## src/rtl/axi_lite_write_slave.sv

```systemverilog
// AXI4-Lite write-only slave driving a four-word register bank.
// Define AXIL_BRESP_EN to build the write-response channel (BVALID/BREADY/BRESP).
module axi_lite_write_slave #(
  parameter logic [31:0] BASE_ADDR = 32'h0000_0000
) (
  input  logic        ACLK,
  input  logic        ARESET,
  input  logic        AWVALID,
  output logic        AWREADY,
  input  logic [31:0] AWADDR,
  input  logic        WVALID,
  output logic        WREADY,
  input  logic [31:0] WDATA,
  input  logic [3:0]  WSTRB,
`ifdef AXIL_BRESP_EN
  output logic        BVALID,
  input  logic        BREADY,
  output logic [1:0]  BRESP,
`endif
  output logic [31:0] Reg0_Out,
  output logic [31:0] Reg1_Out,
  output logic [31:0] Reg2_Out,
  output logic [31:0] Reg3_Out,
  output logic [3:0]  Reg_Wr
);

  localparam logic [1:0] IDLE  = 2'd0;
  localparam logic [1:0] WRITE = 2'd1;
`ifdef AXIL_BRESP_EN
  localparam logic [1:0] RESP  = 2'd2;
`endif

  logic [1:0]  state;
  logic        aw_held;
  logic        w_held;
  logic [31:2] awaddr_q;
  logic [31:0] wdata_q;
  logic [3:0]  wstrb_q;
  logic [31:0] regs [4];

  logic        aw_hs;
  logic        w_hs;
  logic        aw_full;
  logic        w_full;
  logic        hit;
  logic [1:0]  idx;
  logic        addr_lsb_unused;

  assign addr_lsb_unused = ^AWADDR[1:0];

  always_comb begin
    aw_hs   = AWVALID & AWREADY & (state == IDLE);
    w_hs    = WVALID & WREADY & (state == IDLE);
    aw_full = aw_held | aw_hs;
    w_full  = w_held | w_hs;
    hit     = (awaddr_q[31:4] == BASE_ADDR[31:4]);
    idx     = awaddr_q[3:2];
  end

  always_ff @(posedge ACLK) begin
    if (ARESET) begin
      state    <= IDLE;
      aw_held  <= 1'b0;
      w_held   <= 1'b0;
      awaddr_q <= '0;
      wdata_q  <= '0;
      wstrb_q  <= '0;
      AWREADY  <= 1'b0;
      WREADY   <= 1'b0;
      Reg_Wr   <= '0;
      for (int unsigned i = 0; i < 4; i++) regs[i] <= '0;
`ifdef AXIL_BRESP_EN
      BVALID   <= 1'b0;
      BRESP    <= 2'b00;
`endif
    end else begin
      Reg_Wr <= '0;
      case (state)
        IDLE: begin
          if (aw_hs) begin
            awaddr_q <= AWADDR[31:2];
            aw_held  <= 1'b1;
          end
          if (w_hs) begin
            wdata_q <= WDATA;
            wstrb_q <= WSTRB;
            w_held  <= 1'b1;
          end
          // Ready drops on the accepting edge so each channel takes one beat.
          if (aw_full && w_full) begin
            state   <= WRITE;
            AWREADY <= 1'b0;
            WREADY  <= 1'b0;
          end else begin
            AWREADY <= ~aw_full;
            WREADY  <= ~w_full;
          end
        end
        WRITE: begin
          if (hit) begin
            for (int unsigned b = 0; b < 4; b++)
              if (wstrb_q[b[1:0]]) regs[idx][8*b +: 8] <= wdata_q[8*b +: 8];
            Reg_Wr[idx] <= 1'b1;
          end
          aw_held <= 1'b0;
          w_held  <= 1'b0;
`ifdef AXIL_BRESP_EN
          BRESP  <= hit ? 2'b00 : 2'b10;
          BVALID <= 1'b1;
          state  <= RESP;
`else
          state   <= IDLE;
          AWREADY <= 1'b1;
          WREADY  <= 1'b1;
`endif
        end
`ifdef AXIL_BRESP_EN
        RESP: begin
          if (BREADY) begin
            BVALID  <= 1'b0;
            state   <= IDLE;
            AWREADY <= 1'b1;
            WREADY  <= 1'b1;
          end
        end
`endif
        default: state <= IDLE;
      endcase
    end
  end

  assign Reg0_Out = regs[0];
  assign Reg1_Out = regs[1];
  assign Reg2_Out = regs[2];
  assign Reg3_Out = regs[3];

endmodule

```

## config.mk

```make
export PLATFORM = sky130hd
export DESIGN_NAME = axi_lite_write_slave
export DESIGN_NICKNAME = d
export VERILOG_FILES = /design/src/rtl/axi_lite_write_slave.sv
export SDC_FILE = /design/constraint.sdc
export NUM_CORES = 1
export LEC_CHECK = 0
export CORE_MARGIN = 3
export CORE_UTILIZATION = 40
export DETAILED_ROUTE_END_ITERATION = 8
export PLACE_DENSITY = 0.63
export SLEW_MARGIN = 15
export SYNTH_ARGS = -nofsm -noshare
export SYNTH_HDL_FRONTEND = slang
export SYNTH_SLANG_ARGS = --single-unit
export TNS_END_PERCENT = 10
```

## constraint.sdc

```tcl
create_clock -name ACLK -period 2.8 [get_ports ACLK]
set_input_delay 0.56 -clock ACLK [delete_from_list [all_inputs] [get_ports ACLK]]
set_output_delay 0.56 -clock ACLK [all_outputs]
set_load 0.005 [all_outputs]
```

* Word level (Yosys, flattened, before mapping)
Memory sizes are Yosys's and may differ from the RTL's.
Cells that the tools add are included.
** Storage, ports and cells
- Output and inout bits :: 134
- Register bits :: 75
- Memories kept :: 1
- Input port bits :: 72
- Bits in latches :: 0
- RAM bits :: 128
- Logic and storage cells :: 72
- ROM bits :: 0
** Memory list
- regs :: words 4, bits a word 32, rd ports 4, clocked after memory_dff 0, write ports 4, RTL line 39 : logic [31:0] regs [4];
** Operators by class
- Bitwise operators :: 11
- Divide/modulo/power cells :: 0
- Add/sub/neg operators :: 0
- Eq/ne operators :: 2
- Shift operators :: 0
- Muxes and demuxes :: 35
- Reductions and logical operators :: 12
- Multiply operators :: 0
- Order comparisons :: 2
** Operators with widths (number)
- $mux 32 :: 1
- $reduce_or 32->1 :: 1
- $logic_not 28->1 :: 1
- $mux 1 :: 27
- $pmux 1 s2 :: 4
- $reduce_and 2->1 :: 4
- $not 1->1 :: 5
- $and 1x1->1 :: 4
- $mux 4 :: 1
- $ne 2x2->1 const B :: 2
- $lt 2x3->1 const B :: 1
- $reduce_or 3->1 :: 1
- $demux 1 s2 :: 1
- $ge 2x1->1 const B :: 1
- $logic_and 1x1->1 :: 2
- $logic_not 2->1 :: 1
- $mux 2 :: 1
- $or 1x1->1 :: 2
- $reduce_bool 2->1 :: 1
- $reduce_or 2->1 :: 1

* Depth between registers and ports, before layout
Gate-level depths: netlist (run 1).
- Word-level depth :: 7
- Mapped depth :: 6
- Mapped depth without buffers :: 3

* Worst setup path after synthesis (run 1)
Ideal clock, no wire load.
- Kind :: flip-flop to flip-flop
- From :: register state[0]
- To :: memory regs[3][10], enable pin
- Required time :: 2.402 ns
- Period minus slack after synthesis :: 2.375 ns
- Library setup time :: 0.398 ns
- Arrival :: 1.977 ns
- Path buffers :: 1
- Slack :: 0.425 ns
- Stages on the path, launching flop included :: 5
- Path through :: dfxtp_1 > nor4b_2 > nand4_1 > buf_2 > o41ai_1
** RTL lines
- from (decl) :: RTL line 33 : logic [1:0] state;
- from (signal assigned) :: RTL line 62 : state <= IDLE;
- from (signal assigned) :: RTL line 91 : state <= WRITE;
- from (signal assigned) :: RTL line 112 : state <= IDLE;
- to (decl) :: RTL line 39

==> results of run 1 <==
final cells by class:
type                            instances  area share [%]
Sequential cell                       203            45.2
Multi-Input combinational cell        431            24.7
Clock buffer                           37            6.09
Timing Repair Buffer                  242            20.1
Tap cell                              275            2.91
Clock inverter                          3           0.127
Inverter                               30           0.952
through the flow:
step	power, mW	hold WS (ns)	utilization (%)
3_3_place_gp	4.29	0.445	52.3
3_5_place_dp	4.29	0.450	52.3
4_1_cts	7.17	0.454	55.7
2_1_floorplan	3.86	0.436	-
5_1_grt	7.37	0.465	55.7
6_report	7.10	0.456	55.7
worst register-to-register path, cell delays in order, from the launching register on:
cell and delay, ns:
dfxtp_1 0.43, nor4b_2 0.25, nand4_1 0.29, buf_12 0.31
o41ai_2 0.48, buf_4 0.24
cell families (layout without fill, tap and decap cells):
logic type,after synthesis,count (layout)
buffers and inverters,103,312
DFF,203,203
AOI/OAI and AO/OA,84,84
and+or+nand+nor,347,347
flip-flops by register name, indices dropped and copies added, names as in the netlist, 4 cells and up:
register,flops
wdata_q,32
wstrb_q,4
Reg_Wr,4
regs,128
awaddr_q,30
power groups by stage:
stage	Clock [mW]	Sequential [mW]	Combinational [mW]
floorplan	0	3.41	0.442
global placement	0	3.42	0.861
detailed placement	0	3.43	0.865
CTS	2.94	3.36	0.867
global route	3.07	3.38	0.921
finish	2.88	3.36	0.859
worst paths after layout:
check                      end    startpoint  depth (start not counted)
hold reg to reg   awaddr_q[19]  awaddr_q[19]                          2
hold / removal    awaddr_q[19]  awaddr_q[19]                          2
setup reg to reg   regs[3][28]      state[0]                          5
setup / recovery   regs[3][28]      state[0]                          5
routing by layer:
layer,vias up,GRT usage [%]
li1,3065,-
met1,2956,26.7
met2,214,28.9
met3,34,3.41
met4,0,4.21
met5,-,0
cells in the final DEF, fill, tap and decap left out, types with 8 or more instances in the layout:
master           count
inv_1               30
nor4_2             100
nor4_1              21
dfxtp_1             75
nor3_1              15
clkbuf_16           25
clkdlybuf4s50_1    202
a21oi_1             67
o31ai_1             12
nand3_1              8
buf_4               36
edfxtp_1           128
nand2_1            172
==> results.yml, run 1 <==
run_status:
  status: "complete, no violations"
placement:
  postPlaceCellArea_um2: 11100
  place_congestion: 0.739
  dp_hpwl_um: 15000
  io_buffers: 203
  placed_cells: 1181
  post-place-ws_ns: 0.548
critical_path:
  path_buf_inv: 2
  reg2reg_slack_ns: 0.51
  critPathRequiredTime_ns: 3.00
  crit_path_end_kind: "flip-flop"
  arrival_ns: 2.49
  crit_chain: "nor4b_2, nand4_1, buf_12, o41ai_2, buf_4"
  start_kind: "flip-flop"
  path_max_fanout: 69
  crit_type: "reg2reg"
  cpPeakStageDelay_ns: 0.43
  cpLargestDelayFamily: "buffers and inverters"
  crit_slowest_cell: "dfxtp_1"
routing:
  highest_layer: "met4"
  firstDrtPassIters: 5
  drc: 0
  wl_per_cell_um: 18.4
  vias: 6269
  wl_met3_um: 1420
  viasPerCell: 5.13
  met1Wirelength_um: 10200
  met2_length_um: 10300
  drtIter0Drc: 401
  antenna_left: 0
  routed_wl_um: 22400
global_route:
  grt_max_degree: 70
  grt_pass1_wl_um: 34900
  globalRouteOverflowTotal: 0
  gr-usage-all-layers_pct: 18.4
  antenna_found_initial: 0
  grt_pass1_vias: 6163
die:
  start_util_pct: 41.0
  coreArea_um2: 21200
  die_h_um: 154
  io_pins: 206
  die-area_um2: 23600
  die_width_um: 154
  rows: 53
synth:
  ys_seq_area_share_pct: 61.4
  ys_seq_elements: 203
  yosysTopAreaCell: "edfxtp_1"
  synth_fp_nets: 809
  synth_common_cells: "nand2_1, edfxtp_1, nor4_2"
  yosys.area_share.simple_pct: 27.7
  synth-compound-area-share_pct: 5.54
  synth_edf_count: 128
  async_flop_share_pct: 0
  yosys_warnings: 0
  syn_inst: 737
  syn_area_per_cell_um2: 11.8
  synth_top_flop_cell: "edfxtp_1"
  synth_top_family_by_area: "simple AND/OR/NAND/NOR gates"
  synthTopCellsByArea: "edfxtp_1, dfxtp_1, nor4_2"
  synth_xor_area_share_pct: 0
  synth_most_common_cell: "nand2_1"
  synthMuxAreaShare_pct: 0
  synthAdderAreaFrac_pct: 0
  syn_area_um2: 8710
  synth_cell_types: 30
  netlist.area_leader.share_pct: 44.1
sta:
  max_freq_mhz: 437
  fin_ws_ns: 0.510
  worst_slew_pin_slew_ns: 0.591
  hold_violations: 0
  relSlewSlack_pct: 60.6
  fin_skew_ns: 0.00984
  setup_viol: 0
  finalMaxSlewViolations: 0
  final.min_clock_period_ns: 2.29
  rsz0062_at_grt: "false"
  fin_crit_sh_pct: 81.8
  final.setup.tns_ns: 0
pwr:
  switching_share_pct: 24.4
  power_switching_mw: 1.73
  ir_drop_mv: 0.372
  p_clk_share_pct: 40.6
  internal-power_mw: 5.37
  power_frac_seq_pct: 47.3
  combPwrFrac_pct: 12.1
  p_leak_nw: 3.64
  p_per_area_nw_per_um2: 600
layout:
  antenna_cells: 0
  seqCellArea_um2: 5350
  nets: 1002
  final_area_um2: 11800
  syn2layout_area_growth_pct: 35.8
  multi_input_area_um2: 2920
  drive_gt1_share_pct: 19.2
  stdcell_count: 1221
  fillerInstances: 1848
clocking:
  cts.sinks: 203
  numCtsBuffers: 22
  cts_resized: 0
  ctsHoldBuffers: 0
  cts_tree: "yes"
  cts_setup_buffers: 0
  clock_latency_ns: 0.49
  cts_buffer_depth: 3
  cts-root-buf: "clkbuf_16"
  cts_max_level: 1
  cts.clk_slew.worst_paths_ns: 0.06
min_path:
  hold_class: "reg2reg"
run:
  cap_violations: 0
Power figures use the tool's default switching activity.
==> inputs of run 2 (changes only) <==
Clock period 2.8 ns to 2.2 ns, I/O delays scaled along.
==> results.yml, run 2 (synthesis results as in run 1) <==
layout:
  syn2layout_area_growth_pct: 35.4
  stdcell_count: 1226
  final_core_util_pct: 55.6
  drive_gt1_share_pct: 19.6
  largest_reg_flops: 128
  nets: 1009
  final_cell_mix: "clkdlybuf4s50_1, nand2_1, edfxtp_1, nor4_2, dfxtp_1"
  antenna_cells: 0
  layout.cells.most_common: "clkdlybuf4s50_1"
  top_register: "regs"
  reg.largest.list: "regs (128), wdata_q (32), awaddr_q (30)"
critical_path:
  critPathRequiredTime_ns: 2.39
  start_kind: "flip-flop"
  path_common_cell: "buf_4"
  crit_slowest_cell: "o41ai_2"
  crit_chain: "nor4_1, nand4_1, buf_4, o41ai_2, buf_4"
  rr_worst_depth: 5
  cpPeakStageDelay_ns: 0.38
  path_max_fanout: 13
  crit_path_end_kind: "flip-flop"
  crit_type: "reg2reg"
  arrival_ns: 2.26
pwr:
  p_per_area_nw_per_um2: 738
  total_power_mw: 8.71
  ir_drop_mv: 0.495
  p_leak_nw: 3.63
run:
  cap_violations: 0
placement:
  io_buffers: 203
  place_congestion: 0.793
  dp_hpwl_um: 15100
  placed_cells: 1189
  post-place-ws_ns: 0.127
global_route:
  grt_pass1_vias: 6145
  grt_max_degree: 50
  grt_pass1_wl_um: 35400
  globalRouteOverflowTotal: 0
  gr-usage-all-layers_pct: 18.7
  antenna_found_initial: 0
die:
  start_util_pct: 41.0
  rows: 53
  coreArea_um2: 21200
  die_width_um: 154
  die-area_um2: 23600
  die_h_um: 154
  io_pins: 206
sta:
  fin_crit_sh_pct: 93.9
  hold_ws_ns: 0.247
  hold_violations: 0
  finalMaxSlewViolations: 0
  final.min_clock_period_ns: 2.07
  setup_viol: 0
  worst_slew_pin_slew_ns: 0.652
  max_freq_mhz: 484
  relSlewSlack_pct: 56.5
  rsz0062_at_grt: "false"
  fin_ws_ns: 0.133
  fin_skew_ns: 0.00971
min_path:
  hold_class: "in2reg"
  whs_path_depth: 2
clocking:
  cts_tree: "yes"
  cts_buffer_depth: 3
  cts-root-buf: "clkbuf_16"
  cts.clk_slew.worst_paths_ns: 0.06
  cts_max_level: 1
  clock_latency_ns: 0.49
  cts.sinks: 203
  numCtsBuffers: 21
  cts_setup_buffers: 0
routing:
  antenna_left: 0
  firstDrtPassIters: 5
  viasPerCell: 5.15
  drtIter0Drc: 431
  wl_per_cell_um: 18.3
  vias: 6310
  routed_wl_um: 22400
  drc: 0
run_status:
  status: "complete, no violations"
## run 2: path summary, 6_finish.rpt
check | from | end | slack [ns]
max | awaddr_q[18] | regs[3][28] | 0.13
min | ARESET | Reg_Wr[3] | 0.25
max reg2reg | awaddr_q[18] | regs[3][28] | 0.13
min reg2reg | awaddr_q[29] | awaddr_q[29] | 0.46
## run 2: metal layers
layer  part of all wire, %  GRT usage [%]
met2                    47           30.2
met3                   6.6           3.77
met4                   1.9           3.62
met5                     0              0
met1                    45           26.6
## run 2: worst max-delay path: cells and delay by family (launching register included)
family | cells | cell delay [ns]
compound gates | 1 | 0.38
buf+inv | 2 | 0.50
flops | 1 | 0.31
simple gates | 2 | 0.58
## run 2: what timing repair did
| item | in CTS | in global routing |
|---|---|---|
| hold buffers | 0 | 0 |
| setup endpoints to repair | 0 | 14 |
| gates resized for setup | 0 | 1 |
| endpoints found under the hold margin | 0 | 0 |
## run 2: power by group
group / internal [mW] / leakage, nW / switching (mW)
clock: 1.91 / 0.310 / 1.39
sequential: 4.19 / 1.93 / 0.0897
combinational: 0.452 / 1.39 / 0.678
## run 2: cell type report
type                       count  area (µm²)
timing repair buffer         250        2440
clock buffer                  34         616
fill                        1833        9420
sequential                   203        5350
clock inverter                 3        16.3
tap                          275         344
inverter                      30         113
multi-input combinational    431        2920
## run 2: stage by stage
step	area [µm²]	TNS, ns
after floorplan	8710	-5.33
after global placement	11200	0
after detailed placement	11200	0
after CTS	11800	0
after global routing	11800	0
final	11800	0
